<file path="config.mk">
export PLATFORM = sky130hd
export DESIGN_NAME = interrupt_flag_reg
export DESIGN_NICKNAME = d
export VERILOG_FILES = /design/src/rtl/interrupt_flag_reg_pkg.sv /design/src/rtl/interrupt_flag_reg_irq_flag_bit.sv /design/src/rtl/interrupt_flag_reg.sv
export SDC_FILE = /design/constraint.sdc
export NUM_CORES = 1
export LEC_CHECK = 0
export CAP_MARGIN = 15
export CORE_MARGIN = 4
export CORE_UTILIZATION = 28
export CTS_BUF_LIST = sky130_fd_sc_hd__clkbuf_2 sky130_fd_sc_hd__clkbuf_4 sky130_fd_sc_hd__clkbuf_8
export DETAILED_ROUTE_END_ITERATION = 6
export PLACE_DENSITY = 0.9
export SETUP_SLACK_MARGIN = 0.1
export SLEW_MARGIN = 20
export SYNTH_ARGS = -nofsm -noshare
export SYNTH_HDL_FRONTEND = slang
export SYNTH_HIERARCHICAL = 1
export SYNTH_SLANG_ARGS = --single-unit
</file>
<file path="constraint.sdc">
create_clock -name CLK -period 2.1 [get_ports CLK]
set_clock_uncertainty 0.1 [all_clocks]
set_input_delay 0.42 -clock CLK [delete_from_list [all_inputs] [get_ports CLK]]
set_output_delay 0.42 -clock CLK [all_outputs]
set_load 0.02 [all_outputs]
</file>
<file path="src/rtl/interrupt_flag_reg_pkg.sv">
// interrupt_flag_reg_pkg: shared IRQ constants (IF register address, source indices, source count)
package interrupt_flag_reg_pkg;
  localparam logic [15:0] IF_ADDR_DEF = 16'hFF0F;
  localparam int          NUM_SRC_DEF = 5;
  localparam int          VBLANK      = 0;
  localparam int          STAT        = 1;
  localparam int          TIMER       = 2;
  localparam int          SERIAL      = 3;
  localparam int          JOYPAD      = 4;
endpackage

</file>
<file path="src/rtl/interrupt_flag_reg_irq_flag_bit.sv">
// irq_flag_bit: one interrupt flag cell with rising-edge set, CPU write and acknowledge clear
// Ports: clk/rst clock and sync reset, src request level, wr write enable, d write bit,
//        ack acknowledge, q registered flag.
module irq_flag_bit (
  input  logic clk,
  input  logic rst,
  input  logic src,
  input  logic wr,
  input  logic d,
  input  logic ack,
  output logic q
);
  logic src_prev;
  logic rise;
  assign rise = src & ~src_prev;
  always_ff @(posedge clk) begin
    src_prev <= src;
    // ack beats a written 1, a fresh edge beats both
    q <= rst ? 1'b0 : (((wr ? d : q) & ~ack) | rise);
  end
endmodule

</file>
<file path="src/rtl/interrupt_flag_reg.sv">
// interrupt_flag_reg: CPU-visible interrupt flag register with per-source edge capture
// Ports: CLK clock, SYNC_RES sync active-high reset, A/DL_in/DL_out/DL_oe/RD/WR CPU bus,
//        SRC_REQ peripheral request levels, CPU_IRQ_ACK per-bit acknowledge,
//        CPU_IRQ_TRIG pending flags, IRQ_ANY OR of pending flags.
module interrupt_flag_reg
  import interrupt_flag_reg_pkg::*;
#(
  parameter int          NUM_SRC = NUM_SRC_DEF,
  parameter logic [15:0] IF_ADDR = IF_ADDR_DEF
) (
  input  logic               CLK,
  input  logic               SYNC_RES,
  input  logic [15:0]        A,
  input  logic [7:0]         DL_in,
  output logic [7:0]         DL_out,
  output logic               DL_oe,
  input  logic               RD,
  input  logic               WR,
  input  logic [NUM_SRC-1:0] SRC_REQ,
  input  logic [7:0]         CPU_IRQ_ACK,
  output logic [7:0]         CPU_IRQ_TRIG,
  output logic               IRQ_ANY
);
  // unimplemented flag bits read back as 1
  localparam logic [7:0] UNIMP = 8'hFF << NUM_SRC;
  logic               sel;
  logic [NUM_SRC-1:0] if_q;
  assign sel = A == IF_ADDR;
  for (genvar i = 0; i < NUM_SRC; i++) begin : g_bit
    irq_flag_bit u_bit (
      .clk(CLK),
      .rst(SYNC_RES),
      .src(SRC_REQ[i]),
      .wr (WR & sel),
      .d  (DL_in[i]),
      .ack(CPU_IRQ_ACK[i]),
      .q  (if_q[i])
    );
  end
  assign CPU_IRQ_TRIG = 8'(if_q);
  assign IRQ_ANY      = |if_q;
  assign DL_oe        = RD & sel;
  assign DL_out       = DL_oe ? (UNIMP | 8'(if_q)) : 8'h00;
endmodule

</file>
==> impl_metrics.tcl, run 1 <==
set metrics [dict create \
    worstSkewPairLatency_ns 0.26 \
    use_met1 0.1401 \
    rsz0062_at_grt "true" \
    start_kind "input port" \
    grt_pass1_wl_um 2421 \
    violations "setup timing" \
    dieWidth_um 51.43 \
    hold_slack_ns 0.3966 \
    antenna_found_initial 0 \
    slew_violations 0 \
    synthSimpleGateAreaFrac 0.3626 \
    r2r_cells 2 \
    netlist_area_um2 528.0 \
    clk_pin_slew_worst_paths_ns 0.06 \
    ys_types 14 \
    status "finished with violations" \
    cp.arrival_ns 1.62 \
    fin_crit_sh 1.018 \
    grt_util_met2 0.2076 \
    layout_commonest_cell "clkdlybuf4s50_1" \
    end_kind "output pin" \
    worstSetupPathType "input port to output pin" \
    fp.dieH_um 51.43 \
    seq_area_frac_synth 0.3791 \
    worst_slack_ns -0.03734 \
    grt_pass1_vias 552 \
    start_util 0.2993 \
    grt_max_degree 11 \
    drive_gt1_frac 0.3400 \
    area_growth_syn_to_layout_pct 98.34 \
    leakage_nw 0.4519 \
    io_buffers 49 \
    grt.busiest_layer "met2" \
    num_antenna_cells 0 \
    critical_path.max_fanout 4 \
    finalNetCount 142 \
    io_pins 59 \
    cts-buffers-inserted 3 \
    vias 575 \
    grt.overflow.total 0 \
    synth-compound-area-share 0.07109 \
    cts_root_buf "clkbuf_4" \
    synth_fa_ha_area_frac 0 \
    whs_path_depth 2 \
    cts_tree "built" \
    fmax_ghz 0.4679 \
    powerDensity_nw_per_um2 466.1 \
    clockBufferDepth 2 \
    placementRows 15 \
    synth.avg_cell_area_um2 11.23 \
    clock-sinks 10 \
    syn_inst 47 \
    drtIter0Drc 2 \
    cts_max_level 1 \
    min_path_type "flop to flop" \
    synth_top_family_by_area "simple AND/OR/NAND/NOR gates" \
    yosysWarnings 6 \
    ys_ff_latch 10 \
    required_ns 1.58 \
    wl_um 1738 \
    gp_congestion 0.6484 \
    synthXorXnorAreaFrac 0 \
    met3_usage 0.06122 \
    max-vdd-ir-drop_v 0.0004719 \
    vias_per_cell 4.600 \
    dieArea_um2 2645 \
    core-area_um2 1764 \
    drcViolationCount 0 \
    drv_cap 0 \
    hold_viol 0 \
    ant_nets 0 \
    muxShareOfSynthArea 0.09479 \
    wire_per_inst_um 13.90 \
    timing.final.crit_period_ns 2.137 \
    nFillCells 170 \
    fin_setup_tns_ns -0.1372 \
    grtUsageTotal 0.1291 \
    cts_hold_buf 0 \
    final_cell_mix "clkdlybuf4s50_1, buf_6, dfxtp_1" \
    firstDrtPassIters 2 \
    finalSetupViolCount 4 \
]
## timing repair
action                     in CTS  in global routing
setup endpoints to repair      10                  9
pin swaps                       5                  2
buffers inserted                2                  2
resized for setup              90                 15
## sequential cells by signal, summed over array words and instances (netlist names)
| name | cells |
|---|---|
| g_bit.u_bit/q | 5 |
| g_bit.u_bit/src_prev | 5 |
## area by class of cell
class / instances / area, um2 / share of cell area
repair buffers: 53 / 488.0 / 0.4660
multi-input cells: 33 / 291.5 / 0.2784
flip-flops and latches: 10 / 200.2 / 0.1912
clock buffers: 4 / 36.28 / 0.03465
well taps: 25 / 31.28 / 0.02987
## synth_stat cells
cell | number | share of area
and2_2 | 2 | 0.028
or3b_1 | 5 | 0.083
nand4_1 | 2 | 0.024
dfxtp_1 | 10 | 0.38
nor3_1 | 1 | 0.0095
o31ai_1 | 5 | 0.071
nand2_1 | 1 | 0.0071
and3_1 | 5 | 0.059
conb_1 | 1 | 0.0071
mux2i_1 | 5 | 0.095
nor2_1 | 1 | 0.0071
nor4_4 | 1 | 0.040
buf_4 | 6 | 0.085
nand4bb_4 | 2 | 0.10
## cells by family (layout without fill, tap and decap cells)
| group | Yosys count | after routing |
|---|---|---|
| multiplexers | 5 | 5 |
| flip-flops | 10 | 10 |
| AND/OR/NAND/NOR | 20 | 20 |
| other | 1 | 3 |
| buffers and inverters | 6 | 57 |
| AO/OA/AOI/OAI | 5 | 5 |
## power breakdown
group	total (mW)	leakage, nW	switching (mW)	internal, mW
sequential	0.207	0.0835	0.00646	0.200
clock	0.169	0.0210	0.0640	0.105
combinational	0.112	0.347	0.0413	0.0708
## layer usage
metal	wire [um]	vias to the layer above
li1	-	275
met1	671	253
met2	791	43
met3	248	4
met4	25	0
met5	0	-
## through the flow
step	setup slack, ns	cells	total power [mW]	cell area [um2]	utilization
6_report	-0.03734	125	0.4881	1047	0.5936
5_1_grt	-0.06639	125	0.5118	1047	0.5936
4_1_cts	-0.05368	123	0.4978	1018	0.5773
3_5_place_dp	-0.7277	117	0.3350	1012	0.5738
3_3_place_gp	-0.6832	117	0.3310	1012	0.5738
2_1_floorplan	0.1640	49	0.2484	535.5	-
## worst max-delay path, cell delays in order
cell	delay, ns
clkdlybuf4s15_1	0.17
nand4_1	0.15
nor4_4	0.31
buf_4	0.18
buf_6	0.09
and2_4	0.17
buf_6	0.12
## final timing paths
path / from / end / slack (ns)
worst max-delay path: A[12] / DL_oe / -0.04
worst max register to register: g_bit[0].u_bit/src_prev / g_bit[0].u_bit/q / 1.17
worst min-delay path: g_bit[3].u_bit/src_prev / g_bit[3].u_bit/q / 0.40
worst min register to register: g_bit[3].u_bit/src_prev / g_bit[3].u_bit/q / 0.40
Note: power is estimated with default switching activity, not from simulation.
==> inputs of run 2 (changes only) <==
==> constraint.sdc (replaced) <==
create_clock -name CLK -period 2.1 [get_ports CLK]
set_clock_uncertainty 0.1 [all_clocks]
set_input_delay 0.315 -clock CLK [delete_from_list [all_inputs] [get_ports CLK]]
set_output_delay 0.315 -clock CLK [all_outputs]
set_load 0.02 [all_outputs]
==> impl_metrics.tcl, run 2 (synthesized netlist as in run 1, its figures left out) <==
set metrics [dict create \
    start_util 0.2993 \
    worst_slack_ns 0.1247 \
    worstSetupPathType "input port to output pin" \
    endpoint "DL_oe" \
    critical_path.max_fanout 6 \
    powerDensity_nw_per_um2 476.1 \
    comb_power_share 0.229 \
    r2r_slack_ns 1.17 \
    leakage_nw 0.4378 \
    drcViolationCount 0 \
    place_area_um2 1012 \
    path_delay_family "simple AND/OR/NAND/NOR gates" \
    critical_path.cell_chain "dlygate4sd2_1 -> nand4_1 -> nor4_4 -> buf_4 -> buf_6 -> and2_4 -> buf_6" \
    clk_pin_slew_worst_paths_ns 0.06 \
    gp_congestion 0.6484 \
    vias 561 \
    final_cell_mix "clkdlybuf4s50_1, dfxtp_1, clkdlybuf4s15_1" \
    fin_crit_sh 0.9406 \
    cp_num_cells 7 \
    core-area_um2 1764 \
    r2r_start "g_bit[0].u_bit/src_prev" \
    grt_pass1_wl_um 2428 \
    start_kind "input port" \
    layout_commonest_cell "clkdlybuf4s50_1" \
    area_growth_syn_to_layout_pct 94.08 \
    drive_gt1_frac 0.2551 \
    min_path_type "flop to flop" \
    fin_cells 123 \
    cts_hold_buf 0 \
    cts_max_level 1 \
    antenna_found_initial 0 \
    dieArea_um2 2645 \
    finalSetupViolCount 0 \
    ant_nets 0 \
    drv_cap 0 \
    hold_viol 0 \
    cts_root_buf "clkbuf_4" \
    required_ns 1.68 \
    clock-sinks 10 \
    vias_per_cell 4.561 \
    cts_tree "built" \
    firstDrtPassIters 1 \
    io_buffers 49 \
    drtIter0Drc 0 \
    grt.overflow.total 0 \
    dp_cells 117 \
    cp.arrival_ns 1.56 \
    rsz0062_at_grt "true" \
    grt_pass1_vias 557 \
    placementRows 15 \
    finalInstanceArea_um2 1025 \
    critPathBufInv 4 \
    io_pins 59 \
    max-vdd-ir-drop_v 0.0004728 \
    dieWidth_um 51.43 \
    clkPwrFrac 0.347 \
    clockBufferDepth 2 \
    wl_um 1627 \
    finalNetCount 140 \
    swShare 0.2284 \
    status "finished, final reports clean" \
    largestRegisters "g_bit.u_bit/q: 5 flops, g_bit.u_bit/src_prev: 5 flops" \
    cts-buffers-inserted 3 \
    r2r_cells 2 \
    fp.dieH_um 51.43 \
    slew_violations 0 \
    fmax_ghz 0.5063 \
    p_int_mw 0.3764 \
    timing.final.crit_period_ns 1.975 \
    dpl_worst_slack_ns -0.5177 \
    crit_top_cell "buf_6" \
    grtUsageTotal 0.1291 \
    cp_slowest_cell "nor4_4" \
    wire_per_inst_um 13.23 \
    cpPeakStageDelay_ns 0.34 \
    startpoint "A[12]" \
    num_antenna_cells 0 \
    pwr-share-seq 0.424 \
    grt_max_degree 11 \
    end_kind "output pin" \
    r2r-end "g_bit[0].u_bit/q" \
    worstSkewPairLatency_ns 0.26 \
    p_switching_mw 0.1114 \
]
-- run 2: worst min path at each step --
stage                                  from                      end  slack, ns  depth (start not counted)
CTS                 g_bit[3].u_bit/src_prev         g_bit[3].u_bit/q       0.40                          2
finish              g_bit[3].u_bit/src_prev         g_bit[3].u_bit/q       0.40                          2
detailed placement  g_bit[3].u_bit/src_prev         g_bit[3].u_bit/q       0.39                          2
global placement    g_bit[4].u_bit/src_prev         g_bit[4].u_bit/q       0.38                          2
floorplan                        SRC_REQ[0]  g_bit[0].u_bit/src_prev       0.24                          0
global route                     SRC_REQ[3]  g_bit[3].u_bit/src_prev       0.40                          1
-- run 2: worst register-to-register path, cell delays in order, from the launching register on --
cell and delay, ns:
dfxtp_1 0.29, or3b_1 0.38, o31ai_1 0.07
-- run 2: power by group through the flow --
stage | clock network, mW | registers (mW) | logic (mW)
3_5_place_dp | 0 | 0.211 | 0.124
3_3_place_gp | 0 | 0.211 | 0.120
4_1_cts | 0.178 | 0.207 | 0.114
2_1_floorplan | 0 | 0.217 | 0.0316
5_1_grt | 0.185 | 0.208 | 0.118
6_report | 0.169 | 0.207 | 0.112
-- run 2: cell type report --
cell class / instances / area (um2)
clock buffers: 4 / 36.28
repair buffers: 51 / 465.4
multi-input cells: 33 / 291.5
well taps: 25 / 31.28
flip-flops and latches: 10 / 200.2
fillers: 174 / 739.5
-- run 2: timing repair --
| item | CTS | global route |
|---|---|---|
| buffers inserted | 2 | 0 |
| setup endpoints to repair | 9 | 9 |
| endpoints found under the hold margin | 0 | 0 |
| pin swaps | 5 | 2 |
| resized for setup | 60 | 16 |
-- run 2: stage by stage --
| step | setup TNS, ns | utilization | hold WS, ns | total power, mW |
|---|---|---|---|---|
| after floorplan | 0 | - | 0.2427 | 0.2484 |
| after global placement | -4.208 | 0.5738 | 0.3805 | 0.3310 |
| after detailed placement | -4.730 | 0.5738 | 0.3903 | 0.3350 |
| after CTS | 0 | 0.5915 | 0.4017 | 0.4983 |
| after global routing | 0 | 0.5809 | 0.3965 | 0.5114 |
| final | 0 | 0.5809 | 0.3979 | 0.4879 |
-- run 2: routing by layer --
| metal | global-route usage | share of wire |
|---|---|---|
| met4 | 0.06550 | 0.015 |
| met2 | 0.2097 | 0.46 |
| met1 | 0.1383 | 0.37 |
| met3 | 0.06122 | 0.16 |
| met5 | 0 | 0 |
